## config.mk

```make
export PLATFORM = sky130hd
export DESIGN_NAME = thread_regfile_flat
export DESIGN_NICKNAME = d
export VERILOG_FILES = /design/src/rtl/gpu_pkg.sv /design/src/rtl/thread_regfile_if.sv /design/src/rtl/thread_regfile.sv /design/src/flat_wrapper.sv
export SDC_FILE = /design/constraint.sdc
export NUM_CORES = 1
export LEC_CHECK = 0
export BUFFER_PORTS_ARGS = -buffer_cell sky130_fd_sc_hd__buf_2
export CAP_MARGIN = 20
export CELL_PAD_IN_SITES_DETAIL_PLACEMENT = 1
export CELL_PAD_IN_SITES_GLOBAL_PLACEMENT = 2
export CORE_MARGIN = 10
export CORE_UTILIZATION = 30
export CTS_CLUSTER_SIZE = 8
export DETAILED_ROUTE_END_ITERATION = 8
export GPL_ROUTABILITY_DRIVEN = 0
export PLACE_DENSITY_LB_ADDON = 0.1
export SYNTH_ARGS = -nofsm -noshare
export SYNTH_HDL_FRONTEND = slang
export SYNTH_SLANG_ARGS = --single-unit
```

## constraint.sdc

```tcl
create_clock -name clk -period 1.7 [get_ports clk]
set_input_delay 0.085 -clock clk [delete_from_list [all_inputs] [get_ports clk]]
set_output_delay 0.085 -clock clk [all_outputs]
set_load 0.02 [all_outputs]
```

## src/rtl/gpu_pkg.sv

```systemverilog
// rtl/gpu_pkg.sv - shared core pipeline state encoding
package gpu_pkg;

    typedef enum logic [2:0] {
        IDLE    = 3'b000,
        FETCH   = 3'b001,
        DECODE  = 3'b010,
        REQUEST = 3'b011,
        WAIT    = 3'b100,
        EXECUTE = 3'b101,
        UPDATE  = 3'b110,
        DONE    = 3'b111
    } core_state_t;

endpackage

```

## src/rtl/thread_regfile_if.sv

```systemverilog
// rtl/thread_regfile_if.sv - operand/write-back bus between core control and a thread register file
interface thread_regfile_if
    import gpu_pkg::*;
#(
    parameter int DATA_WIDTH = 8,
    parameter int NUM_REGS   = 16
);
    localparam int AW = $clog2(NUM_REGS);

    logic                  enable;
    core_state_t           core_state;
    logic [DATA_WIDTH-1:0] block_id;
    logic [AW-1:0]         rs_addr;
    logic [AW-1:0]         rt_addr;
    logic [AW-1:0]         rd_addr;
    logic                  reg_write_en;
    logic [1:0]            reg_input_mux;
    logic [DATA_WIDTH-1:0] immediate;
    logic [DATA_WIDTH-1:0] alu_out;
    logic [DATA_WIDTH-1:0] lsu_out;
    logic                  nzp_write_en;
    logic [DATA_WIDTH-1:0] rs_data;
    logic [DATA_WIDTH-1:0] rt_data;
    logic [2:0]            nzp;

    modport master (
        output enable, core_state, block_id, rs_addr, rt_addr, rd_addr,
               reg_write_en, reg_input_mux, immediate, alu_out, lsu_out, nzp_write_en,
        input  rs_data, rt_data, nzp
    );

    modport slave (
        input  enable, core_state, block_id, rs_addr, rt_addr, rd_addr,
               reg_write_en, reg_input_mux, immediate, alu_out, lsu_out, nzp_write_en,
        output rs_data, rt_data, nzp
    );

endinterface

```

## src/rtl/thread_regfile.sv

```systemverilog
// rtl/thread_regfile.sv - per-thread register file with write-back select and NZP flags
module thread_regfile
    import gpu_pkg::*;
#(
    parameter int DATA_WIDTH        = 8,
    parameter int NUM_REGS          = 16,
    parameter int THREADS_PER_BLOCK = 4,
    parameter int THREAD_ID         = 0
) (
    input  logic              clk,
    input  logic              rst,
    thread_regfile_if.slave   rf
);
    localparam int AW     = $clog2(NUM_REGS);
    localparam int DEPTH  = 1 << AW;
    localparam int NSTORE = NUM_REGS - 3;

    logic [DATA_WIDTH-1:0] regs     [NSTORE];
    logic [DATA_WIDTH-1:0] rd_table [DEPTH];
    logic [DATA_WIDTH-1:0] wb_data;
    logic                  wb_valid;
    logic                  do_write;

    // Full power-of-two read view: storage, then identity registers, zeros beyond NUM_REGS.
    always_comb begin
        for (int i = 0; i < DEPTH; i++) rd_table[i] = '0;
        for (int i = 0; i < NSTORE; i++) rd_table[i] = regs[i];
        rd_table[NSTORE]     = rf.block_id;
        rd_table[NSTORE + 1] = DATA_WIDTH'(THREADS_PER_BLOCK);
        rd_table[NSTORE + 2] = DATA_WIDTH'(THREAD_ID);
    end

    always_comb begin
        wb_data  = '0;
        wb_valid = 1'b0;
        case (rf.reg_input_mux)
            2'b00:   begin wb_data = rf.alu_out;   wb_valid = 1'b1; end
            2'b01:   begin wb_data = rf.lsu_out;   wb_valid = 1'b1; end
            2'b10:   begin wb_data = rf.immediate; wb_valid = 1'b1; end
            default: begin wb_data = '0;           wb_valid = 1'b0; end
        endcase
    end

    assign do_write = rf.reg_write_en && wb_valid && (int'(rf.rd_addr) < NSTORE);

    always_ff @(posedge clk) begin
        if (rst) begin
            for (int i = 0; i < NSTORE; i++) regs[i] <= '0;
            rf.rs_data <= '0;
            rf.rt_data <= '0;
            rf.nzp     <= 3'b000;
        end else if (rf.enable) begin
            case (rf.core_state)
                REQUEST: begin
                    rf.rs_data <= rd_table[rf.rs_addr];
                    rf.rt_data <= rd_table[rf.rt_addr];
                end
                UPDATE: begin
                    if (do_write) regs[rf.rd_addr] <= wb_data;
                    if (rf.nzp_write_en) rf.nzp <= rf.alu_out[2:0];
                end
                default: ;
            endcase
        end
    end

endmodule

```

## src/flat_wrapper.sv

```systemverilog
// flat-port wrapper written by rule: the top's interface ports become plain ports
module thread_regfile_flat import gpu_pkg::*;
#(
    parameter int DATA_WIDTH        = 8,
    parameter int NUM_REGS          = 16,
    parameter int THREADS_PER_BLOCK = 4,
    parameter int THREAD_ID         = 0
)
  (clk, rst, rf_enable, rf_core_state, rf_block_id, rf_rs_addr, rf_rt_addr, rf_rd_addr, rf_reg_write_en, rf_reg_input_mux, rf_immediate, rf_alu_out, rf_lsu_out, rf_nzp_write_en, rf_rs_data, rf_rt_data, rf_nzp);
  thread_regfile_if #(.DATA_WIDTH(DATA_WIDTH), .NUM_REGS(NUM_REGS)) rf_i ();
  input  logic clk;
  input  logic rst;
  input wire logic [$bits(rf_i.enable)-1:0] rf_enable;
  input wire logic [$bits(rf_i.core_state)-1:0] rf_core_state;
  input wire logic [$bits(rf_i.block_id)-1:0] rf_block_id;
  input wire logic [$bits(rf_i.rs_addr)-1:0] rf_rs_addr;
  input wire logic [$bits(rf_i.rt_addr)-1:0] rf_rt_addr;
  input wire logic [$bits(rf_i.rd_addr)-1:0] rf_rd_addr;
  input wire logic [$bits(rf_i.reg_write_en)-1:0] rf_reg_write_en;
  input wire logic [$bits(rf_i.reg_input_mux)-1:0] rf_reg_input_mux;
  input wire logic [$bits(rf_i.immediate)-1:0] rf_immediate;
  input wire logic [$bits(rf_i.alu_out)-1:0] rf_alu_out;
  input wire logic [$bits(rf_i.lsu_out)-1:0] rf_lsu_out;
  input wire logic [$bits(rf_i.nzp_write_en)-1:0] rf_nzp_write_en;
  output wire logic [$bits(rf_i.rs_data)-1:0] rf_rs_data;
  output wire logic [$bits(rf_i.rt_data)-1:0] rf_rt_data;
  output wire logic [$bits(rf_i.nzp)-1:0] rf_nzp;
  assign rf_i.enable = rf_enable;
  assign rf_i.core_state = rf_core_state;
  assign rf_i.block_id = rf_block_id;
  assign rf_i.rs_addr = rf_rs_addr;
  assign rf_i.rt_addr = rf_rt_addr;
  assign rf_i.rd_addr = rf_rd_addr;
  assign rf_i.reg_write_en = rf_reg_write_en;
  assign rf_i.reg_input_mux = rf_reg_input_mux;
  assign rf_i.immediate = rf_immediate;
  assign rf_i.alu_out = rf_alu_out;
  assign rf_i.lsu_out = rf_lsu_out;
  assign rf_i.nzp_write_en = rf_nzp_write_en;
  assign rf_rs_data = rf_i.rs_data;
  assign rf_rt_data = rf_i.rt_data;
  assign rf_nzp = rf_i.nzp;
  thread_regfile #(.DATA_WIDTH(DATA_WIDTH), .NUM_REGS(NUM_REGS), .THREADS_PER_BLOCK(THREADS_PER_BLOCK), .THREAD_ID(THREAD_ID)) u_core (.clk(clk), .rst(rst), .rf(rf_i));
endmodule
```

* Word-level counts from Yosys, hierarchy flattened
Memories as Yosys holds them, arrays and structs flattened.
Cells that the tools add are included.
** Word-level totals
- Register bits :: 19
- Latch bits :: 0
- RAM bits :: 104
- ROM bits :: 0
- Output and inout port bits :: 19
- Word-level logic and storage cells :: 38
- Memories :: 1
** Cells by class
- $add $sub $neg :: 0
- Multipliers :: 0
- Div/mod/pow operators :: 0
- $lt $le $gt $ge :: 3
- Equality and inequality tests :: 4
- Shifts and indexed selects :: 0
- Mux-type cells :: 18
- Bitwise gates (word level) :: 2
- Reductions and logical operators :: 7
** Memories
- u_core.regs :: depth 13, width 8, read ports 13, clocked after Yosys merged registers in 0, write ports 13, RTL line thread_regfile.sv:18 : logic [DATA_WIDTH-1:0] regs [NSTORE];
** Operator list (count)
- 8-bit binary-select mux with 4-bit select :: 2
- 8-bit two-way mux :: 5
- 8-bit case mux with 3 select lines :: 1
- 5-bit greater-or-equal comparator (second input constant) :: 2
- 4-bit inverter with 5-bit output :: 2
- 1-bit two-way mux :: 9
- 8-bit OR reduction :: 1
- 4-bit less-than comparator (second input constant) :: 1
- 4-bit two-way mux :: 1
- 3-bit by 2-bit == test with 1-bit output (second input constant) :: 1
- 3-bit == test (second input constant) :: 1
- 3-bit AND reduction :: 1
- 3-bit OR reduction :: 1
- 2-bit by 1-bit == test with 1-bit output (second input constant) :: 1
- 2-bit == test (second input constant) :: 1
- 1-bit logical AND :: 2
- 2-bit logical NOT :: 1
- 2-bit AND reduction :: 1

* Longest topological paths before layout
Gate-level depths: netlist (run 1).
- Word-level depth :: 12
- Depth in mapped cells :: 7

* Least setup slack after synthesis (run 1)
OpenSTA, ideal clock, no wires.
- Path kind :: in2reg
- Start point :: input port rf_reg_input_mux[0]
- End point :: memory u_core.regs[8][0], enable pin
- Data arrival time :: 1.314 ns
- Data required time :: 1.366 ns
- Slack :: 0.052 ns
- Stages :: 6
- Buffers on the path :: 2
- Cells stage by stage :: buf_2 and2_4 nor4b_4 nand2b_1 clkbuf_1 nand2b_1
** RTL lines
- start: declaration :: RTL line flat_wrapper.sv:20 : input wire logic [$bits(rf_i.reg_input_mux)-1:0] rf_reg_input_mux;
- end: declaration :: RTL line thread_regfile.sv:18

==> impl_metrics.tcl, run 1 <==
set metrics [dict create \
    status "complete, no violations" \
    fin_crit_ps 1550 \
    crit_required_ps 1990 \
    synth_top_cell_area_share 0.476 \
    cts_tree "yes" \
    crit_slowest_cell "mux4_2" \
    start_kind "flop" \
    grt_max_degree 21 \
    port-buffer-count 72 \
    hold_viol_final 0 \
    ir_worst_vdd_v 0.000518 \
    worst-path-buf-inv 0 \
    synth-simple-area-share 0.158 \
    min_period_over_period 0.911 \
    ys_ff_latch 123 \
    fin_nets 707 \
    synth_top_family_by_area "multiplexers" \
    diodes 0 \
    grt_pass1_vias 5471 \
    synth_cell_types 39 \
    yosysWarnings 0 \
    rsz0062_at_grt "false" \
    die_x_um 168 \
    grt-ovfl-total 0 \
    synth-main-ff-cell "edfxtp_1" \
    io_pins 73 \
    antenna_found_initial 0 \
    clock_skew_ps 8.24 \
    start_util 0.302 \
    drc 0 \
    viasPerCell 5.22 \
    dp_hpwl_um 17600 \
    critPathMaxFanout 2 \
    postLayoutCellArea_um2 8330 \
    synth_seq_area_share 0.534 \
    worstSkewPairLatency_ps 410 \
    worst_pin_slew_ps 487 \
    dr.pass1.iters 4 \
    yosys.area_share.adder 0 \
    cts_buffers 17 \
    synth_nets 596 \
    power_density_nw_per_um2 969 \
    die_area_um2 28200 \
    drv_cap 0 \
    rows 54 \
    synth_compound_gate_area_share 0.0786 \
    cp_slowest_stage_delay_ps 460 \
    h-tree-depth 4 \
    drive_above_1_share 0.317 \
    worst_slack_ps 151 \
    slew_headroom 0.675 \
    postPlaceCellArea_um2 7720 \
    post-place-ws_ps -137 \
    worstPathArrival_ps 1830 \
    first_iter_violations 313 \
    wl_um 23000 \
    synth_mux_area_frac 0.192 \
    synth_edf_count 104 \
    core_um2 21700 \
    cts_num_sinks 123 \
    yosysTopAreaCell "edfxtp_1" \
    cp-end-kind "flop" \
    root_buffer "clkbuf_16" \
    netlist_area_um2 6560 \
    num_vias 4936 \
    routedWlPerCell_um 24.3 \
    fp.dieH_um 168 \
    area_growth_pct 27.0 \
    synth_xor_area_frac 0 \
    track_usage 0.165 \
    cts_max_path_buffers 2 \
    max_freq_mhz 646 \
    grt_pass1_wl_um 35100 \
    syn_area_per_cell_um2 12.1 \
    path_cells "mux4_2, nor2b_1, a211oi_2, o21ai_0" \
    p_leak_nw 3.08 \
    async_flop_share 0 \
    hp-class "input port to flop" \
    critPathKind "flop to flop" \
    synth.area.top_cells "edfxtp_1 (48%), mux4_2 (12%), mux2i_1 (7.3%)" \
    ant_nets 0 \
    cp_top_family "multiplexers" \
    setup_viol 0 \
    maxSlewViolCount 0 \
    path_clk_slew_ps 60 \
    syn_inst 542 \
]
## kinds of logic after synthesis
group                  Yosys count
flip-flops                     123
multiplexers                    83
AO/OA/AOI/OAI                   72
buffers and inverters           52
AND/OR/NAND/NOR                212
## cells in the final DEF, fill, tap and decap left out, types with 3 or more instances in the layout
| master | Yosys | final |
|---|---|---|
| nor2_1 | 121 | 121 |
| edfxtp_1 | 104 | 104 |
| buf_2 | 16 | 72 |
| mux2i_1 | 48 | 48 |
| buf_4 | 4 | 45 |
| mux4_2 | 34 | 34 |
| nand2b_1 | 24 | 24 |
| nand2_1 | 24 | 24 |
| dfxtp_1 | 19 | 19 |
| clkbuf_16 | 0 | 17 |
| buf_12 | 0 | 16 |
| o21ai_0 | 12 | 12 |
| o211ai_1 | 10 | 10 |
| nor2b_1 | 8 | 8 |
| a21oi_1 | 8 | 8 |
| inv_1 | 8 | 8 |
| nand3b_1 | 7 | 7 |
| o221ai_1 | 7 | 7 |
| nand3_1 | 6 | 6 |
| o2bb2ai_1 | 6 | 6 |
| o2111ai_1 | 6 | 6 |
| o22ai_1 | 6 | 6 |
| o31ai_1 | 6 | 6 |
| nand4b_1 | 5 | 5 |
| or2_2 | 5 | 5 |
| o311ai_0 | 5 | 5 |
| a211oi_1 | 5 | 4 |
| clkinv_2 | 0 | 3 |
| clkinv_4 | 0 | 3 |
| dlygate4sd3_1 | 0 | 3 |
## synthesized netlist by cell type, drive strengths merged (8+ instances only)
| library cell | n |
|---|---|
| a21oi | 8 |
| buf | 22 |
| clkbuf | 22 |
| dfxtp | 19 |
| edfxtp | 104 |
| inv | 8 |
| mux2i | 48 |
| mux4 | 34 |
| nand2 | 24 |
| nand2b | 24 |
| nand3b | 8 |
| nor2 | 121 |
| nor2b | 8 |
| o211ai | 10 |
| o21ai | 12 |
## worst min-delay path: stages
cell	delay (ps)
buf_2	80
buf_4	210
nor2_1	70
## sequential cells by signal (all words and copies together), names as in the netlist
name / flops
u_core.rf.nzp: 3
u_core.rf.rt_data: 8
u_core.rf.rs_data: 8
u_core.regs: 104
## final timing paths
kind	start	to	slack (ps)	cells past startpoint
worst max register to register	u_core.regs[4][3]$_SDFFCE_PN0P_	u_core.rf.rs_data[3]$_SDFFE_PP0P_	150	4
worst max-delay path	u_core.regs[4][3]$_SDFFCE_PN0P_	u_core.rf.rs_data[3]$_SDFFE_PP0P_	150	4
worst min register to register	u_core.rf.rt_data[0]$_SDFFE_PP0P_	u_core.rf.rt_data[0]$_SDFFE_PP0P_	460	2
worst min-delay path	rst	u_core.rf.nzp[1]$_SDFFE_PP0P_	90	3
## per-layer routing
metal / up-vias / wire length (µm) / track usage
li1: 2259 / - / -
met1: 2504 / 10300 / 0.211
met2: 142 / 10700 / 0.260
met3: 31 / 1290 / 0.0435
met4: 0 / 720 / 0.0666
met5: - / 0 / 0
## timing repair
item | 4_1_cts | 5_1_grt
endpoints found under the setup margin | 1 | 1
cloned | 0 | 0
resized for setup | 1 | 0
hold endpoints to repair | 3 | 0
buffers inserted | 0 | 0
pin swaps | 0 | 1
hold buffers | 3 | 0
## report_power, final
part / switching, mW / internal [mW]
registers: 0.109 / 3.41
clock network: 1.33 / 2.23
logic: 0.545 / 0.451
total: 1.98 / 6.09
## area by class of cell
type | count | area [µm²]
Clock buffer | 21 | 460
Clock inverter | 11 | 120
Fill cell | 2308 | 13400
Inverter | 8 | 30.0
Multi-Input combinational cell | 367 | 2810
Sequential cell | 123 | 3500
Tap cell | 280 | 350
Timing Repair Buffer | 136 | 1050
## metrics by stage
stage	hold slack, ps	instances	util	total power, mW	TNS, ps
finish	87.3	946	0.384	8.07	0
floorplan	229	542	-	4.07	0
CTS	77.2	947	0.384	8.16	0
detailed placement	364	912	0.356	4.58	-2010
global placement	343	912	0.356	4.57	-504
global route	99.3	946	0.384	8.37	0
No activity file was read; power rests on OpenSTA's default activity.
==> inputs of run 2 (changes only) <==
Settings changed: ABC_AREA set to 1, ABC_CLOCK_PERIOD_IN_PS set to 1700, HOLD_SLACK_MARGIN set to 0.02.
==> run 2 against run 1 <==
Sequential cell count is the same. Via count up 38%. Total power rose by 3.6%. Critical endpoint is now u_core.rf.rs_data[1]$_SDFFE_PP0P_. Largest cell class unchanged.
==> impl_metrics.tcl, run 2 <==
set metrics [dict create \
    status "complete, no violations" \
    hold_viol_final 0 \
    worst_slack_ps 344 \
    synth.most_common_cell "nand2_1" \
    ys_ff_latch 123 \
    crit_required_ps 2020 \
    grt_pass1_vias 6870 \
    synth-main-ff-cell "edfxtp_1" \
    dp_hpwl_um 21300 \
    layout_common_cells "nand2_1 (301), nand3_1 (149), nor2_1 (148)" \
    async_flop_share 0 \
    clock_skew_ps 14.2 \
    h-tree-depth 4 \
    grt_pass1_wl_um 43400 \
    cp-end-kind "flop" \
    startpoint "u_core.regs[11][1]$_SDFFCE_PN0P_" \
    fin_crit_ps 1360 \
    routedWlPerCell_um 20.2 \
    hp-start "rf_nzp_write_en" \
    worstSkewPairLatency_ps 420 \
    core_um2 23300 \
    power_frac_seq 0.422 \
    synth_top_cell_area_share 0.440 \
    syn_area_per_cell_um2 7.26 \
    p_switching_mw 2.37 \
    synth_edf_count 104 \
    fin_nets 1136 \
    max_freq_mhz 737 \
    post_cts_buffers 0 \
    area_growth_pct 27.2 \
    finalSetupTns_ps 0 \
    synth_seq_area_share 0.494 \
    path_clk_slew_ps 60 \
    min_period_over_period 0.798 \
    worst_pin_slew_ps 429 \
    hold_depth 4 \
    grt_max_degree 53 \
    root_buffer "clkbuf_16" \
    netlist_area_um2 7090 \
    r2r_slack_ps 340 \
    rsz0062_at_grt "false" \
    start_kind "flop" \
    ir_worst_vdd_v 0.000433 \
    io_pins 73 \
    synth_cell_types 19 \
    largest_reg_flops 104 \
    internal_power_mw 5.99 \
    synth.area.top_cells "edfxtp_1 (44%), nand2_1 (16%), nand3_1 (11%)" \
    first_iter_violations 641 \
    regMostFlops "u_core.regs" \
    cp.depth 10 \
    die_x_um 174 \
    cp_top_family "simple AND/OR/NAND/NOR gates" \
    ant_nets 0 \
    cts-hold-fix-buffers 3 \
    postLayoutCellArea_um2 9020 \
    holdWs_ps 91.3 \
    path_cells "inv_1, nand2_1, nand3_1, nand2_1, nand2_1, nand2_1, nand2_1, nand3_1, nand2_1, inv_1" \
    cts_tree "yes" \
    drc 0 \
    dp.cells 1379 \
    yosysTopAreaCell "edfxtp_1" \
    power_density_nw_per_um2 927 \
    slew_headroom 0.711 \
    combPwrFrac 0.145 \
    final_core_util 0.387 \
    syn_inst 977 \
    setup_viol 0 \
    p_leak_nw 4.25 \
    fin_cells 1413 \
    maxSlewViolCount 0 \
    grt-ovfl-total 0 \
    num_vias 6794 \
    reg.largest.list "u_core.regs: 104 flops, u_core.rf.rs_data: 8 flops, u_core.rf.rt_data: 8 flops" \
    start_util 0.304 \
    critPathKind "flop to flop" \
    cp_slowest_stage_delay_ps 470 \
    die_area_um2 30200 \
    netlist_top_cells_count "nand2_1 (301), nand3_1 (149), nor2_1 (148)" \
    fp.dieH_um 174 \
    post_cts_resized 0 \
    power_frac_clock 0.433 \
    viasPerCell 4.81 \
    hp-class "input port to flop" \
    crit_slowest_cell "edfxtp_1" \
    cts_max_path_buffers 2 \
    yosysWarnings 0 \
    dr.pass1.iters 5 \
    crit_top_cell "nand2_1" \
    drive_above_1_share 0.171 \
    worstPathArrival_ps 1680 \
    cts_num_sinks 123 \
    diodes 0 \
    drv_cap 0 \
    synth_nets 1031 \
    fin_total_pwr_mw 8.36 \
    cts_buffers 17 \
    port-buffer-count 72 \
    antenna_found_initial 0 \
    sw_frac_of_total 0.283 \
    postPlaceCellArea_um2 8420 \
    worst-path-buf-inv 2 \
    reg2reg_depth 10 \
    post-place-ws_ps -6.71 \
    timing.rr.start "u_core.regs[11][1]$_SDFFCE_PN0P_" \
    wl_um 28500 \
    critPathMaxFanout 2 \
    track_usage 0.188 \
    rows 56 \
    final_common_cell "nand2_1" \
]
[run 2: cell types whose count changed in the layout (fill, tap and decap cells not counted), moves of 12 or more]
cell	change
nand2_1	+277
nand3_1	+143
inv_1	+120
mux2i_1	-48
mux4_2	-34
nor2_1	+27
nand2b_1	-24
o21ai_0	+12
[run 2: tightest hold or removal path: stages]
cell and delay, ps:
buf_2 90, nand2_1 50, nor2_1 90, a21oi_1 150
[run 2: cell type report]
cell class	count	area [µm²]
clock buffer	17	425
clock inverter	14	145
fill	2916	14300
inverter	133	499
multi-input combinational	667	2910
sequential	123	3500
tap	319	399
timing repair buffer	140	1140
[run 2: logic make-up (layout without fill, tap and decap cells)]
kind of cell,after synthesis,after routing,share of synthesized area
simple gates,611,611,0.354
compound gates,56,56,0.0487
flops,123,123,0.494
buf+inv,187,304,0.103
[run 2: power by group through the flow]
stage / Combinational (mW) / Clock, mW / Sequential (mW)
2_1_floorplan: 0.635 / 0 / 3.53
3_3_place_gp: 1.22 / 0 / 3.58
3_5_place_dp: 1.22 / 0 / 3.58
4_1_cts: 1.23 / 3.68 / 3.52
5_1_grt: 1.35 / 3.83 / 3.53
6_report: 1.22 / 3.62 / 3.53
[run 2: final timing paths]
check / end
worst min register to register: u_core.rf.rs_data[7]$_SDFFE_PP0P_
worst max-delay path: u_core.rf.rs_data[1]$_SDFFE_PP0P_
worst min-delay path: u_core.rf.nzp[1]$_SDFFE_PP0P_
worst max register to register: u_core.rf.rs_data[1]$_SDFFE_PP0P_
[run 2: routing by layer]
| metal | global-route usage | share of wire |
|---|---|---|
| met2 | 0.267 | 0.41 |
| met3 | 0.0303 | 0.051 |
| met4 | 0.0602 | 0.020 |
| met5 | 0 | 0 |
| met1 | 0.281 | 0.52 |
==> inputs of run 3 (changes only) <==
Settings changed: ABC_CLOCK_PERIOD_IN_PS 1700 to 1400.
Clock period 1.7 ns to 1.4 ns, I/O delays scaled along.
==> run 3 against run 2 <==
Utilization grew 1.0 points. Critical endpoint is now u_core.rf.rt_data[1]$_SDFFE_PP0P_. Final cell count increased by 1.8%. Total power up 20%.
==> impl_metrics.tcl, run 3 (synthesized netlist as in run 2, its figures left out) <==
set metrics [dict create \
    final_common_cell "nand2_1" \
    cp_slowest_stage_delay_ps 390 \
    wl_um 28100 \
    critPathMaxFanout 2 \
    start_kind "flop" \
    start_util 0.304 \
    reg2reg_depth 9 \
    crit_required_ps 1720 \
    hold_depth 4 \
    regMostFlops "u_core.regs" \
    status "complete, no violations" \
    routedWlPerCell_um 19.5 \
    dp_hpwl_um 21000 \
    drive_above_1_share 0.193 \
    first_iter_violations 463 \
    cts_num_sinks 123 \
    p_leak_nw 4.37 \
    critPathKind "flop to flop" \
    reg.largest.list "u_core.regs: 104 flops, u_core.rf.rs_data: 8 flops, u_core.rf.rt_data: 8 flops" \
    worstPathArrival_ps 1600 \
    hp-class "input port to flop" \
    cts_tree "yes" \
    fin_total_pwr_mw 10.0 \
    power_frac_clock 0.417 \
    area_growth_pct 30.6 \
    io_pins 73 \
    min_period_over_period 0.914 \
    core_um2 23300 \
    diodes 0 \
    setup_viol 0 \
    dr.pass1.iters 5 \
    root_buffer "clkbuf_16" \
    internal_power_mw 7.17 \
    r2r_slack_ps 120 \
    maxSlewViolCount 0 \
    cts_buffers 17 \
    combPwrFrac 0.158 \
    max_freq_mhz 781 \
    holdWs_ps 49.5 \
    num_vias 6787 \
    fp.dieH_um 174 \
    postLayoutCellArea_um2 9260 \
    die_area_um2 30200 \
    path_clk_slew_ps 60 \
    reg2reg_to "u_core.rf.rt_data[1]$_SDFFE_PP0P_" \
    fin_crit_ps 1280 \
    grt_max_degree 59 \
    ir_worst_vdd_v 0.000671 \
    h-tree-depth 4 \
    largest_reg_flops 104 \
    clock_skew_ps 18.5 \
    path_cells "inv_2, nand2_1, nand3_1, o21ai_0, buf_4, nand2_1, nand2_1, nand2_1, a21oi_1" \
    crit_slowest_cell "edfxtp_1" \
    crit_top_cell "nand2_1" \
    hold_viol_final 0 \
    viasPerCell 4.72 \
    grt_pass1_vias 6982 \
    filler_cell_count 2934 \
    ant_nets 0 \
    layout_common_cells "nand2_1 (300), nand3_1 (149), nor2_1 (148)" \
    p_switching_mw 2.85 \
    rows 56 \
    antenna_found_initial 0 \
    finalSetupTns_ps 0 \
    worstSkewPairLatency_ps 430 \
    hold_end "u_core.rf.nzp[1]$_SDFFE_PP0P_" \
    die_x_um 174 \
    fin_nets 1160 \
    grt_pass1_wl_um 43300 \
    cp-end-kind "flop" \
    post_cts_buffers 0 \
    postPlaceCellArea_um2 8680 \
    power_density_nw_per_um2 1080 \
    power_frac_seq 0.425 \
    timing.rr.start "u_core.regs[8][1]$_SDFFCE_PN0P_" \
    worst_pin_slew_ps 836 \
    drv_cap 0 \
    cts_max_path_buffers 2 \
    rsz0062_at_grt "true" \
    track_usage 0.187 \
    drc 0 \
    sw_frac_of_total 0.284 \
    port-buffer-count 72 \
    grt-ovfl-total 0 \
    slew_headroom 0.441 \
    hp-start "rf_nzp_write_en" \
]
-- run 3: cell types whose count changed in the layout (fill, tap and decap cells not counted), sizes merged --
cell      before  now
buf          137  161
bufinv         2    1
clkbuf        17   18
clkinv         7    8
clkinvlp       2    4
inv          136  134
-- run 3: power by group through the flow --
stage	registers, mW	logic (mW)	clock network (mW)
finish	4.26	1.59	4.17
global route	4.27	1.75	4.44
CTS	4.25	1.60	4.26
detailed placement	4.33	1.59	0
global placement	4.33	1.58	0
floorplan	4.28	0.772	0
-- run 3: critical path, delay by kind of cell, from the launching register on --
family | cells | cell delay (ps)
compound gates | 2 | 170
buf+inv | 2 | 250
flops | 1 | 390
simple gates | 5 | 360
-- run 3: cell type report --
type | count | area (µm²) | area share
inverter | 133 | 499 | 0.0539
clock buffer | 18 | 429 | 0.0464
multi-input combinational | 667 | 2910 | 0.314
tap | 319 | 399 | 0.0431
timing repair buffer | 164 | 1400 | 0.151
sequential | 123 | 3500 | 0.378
clock inverter | 14 | 120 | 0.0130
-- run 3: worst max path at each step --
stage | from | endpoint | slack [ps] | cells past startpoint
final | u_core.regs[8][1]$_SDFFCE_PN0P_ | u_core.rf.rt_data[1]$_SDFFE_PP0P_ | 120 | 9
after global routing | u_core.regs[9][3]$_SDFFCE_PN0P_ | u_core.rf.rs_data[3]$_SDFFE_PP0P_ | -0.002 | 10
after CTS | u_core.regs[8][1]$_SDFFCE_PN0P_ | u_core.rf.rt_data[1]$_SDFFE_PP0P_ | 80 | 9
after detailed placement | rf_reg_input_mux[1] | u_core.regs[7][1]$_SDFFCE_PN0P_ | -250 | 7
after global placement | rf_reg_input_mux[0] | u_core.regs[4][2]$_SDFFCE_PN0P_ | -240 | 10
after floorplan | rf_rd_addr[1] | u_core.regs[10][0]$_SDFFCE_PN0P_ | -100 | 7
-- run 3: through the flow --
step / util / worst slack, ps / std cells
finish: 0.397 / 120 / 1438
global route: 0.397 / -0.00211 / 1438
CTS: 0.397 / 78.8 / 1438
detailed placement: 0.372 / -253 / 1403
global placement: 0.372 / -238 / 1403
floorplan: - / -101 / 977
-- run 3: metal layers --
metal / share of wire / global-route usage
met4: 0.0093 / 0.0413
met2: 0.43 / 0.273
met3: 0.045 / 0.0405
met5: 0 / 0
met1: 0.51 / 0.274
-- run 3: timing repair --
action | in CTS | in global routing
hold endpoints to repair | 3 | 0
gates resized for setup | 0 | 6
endpoints found under the setup margin | 0 | 4
hold buffers | 3 | 0
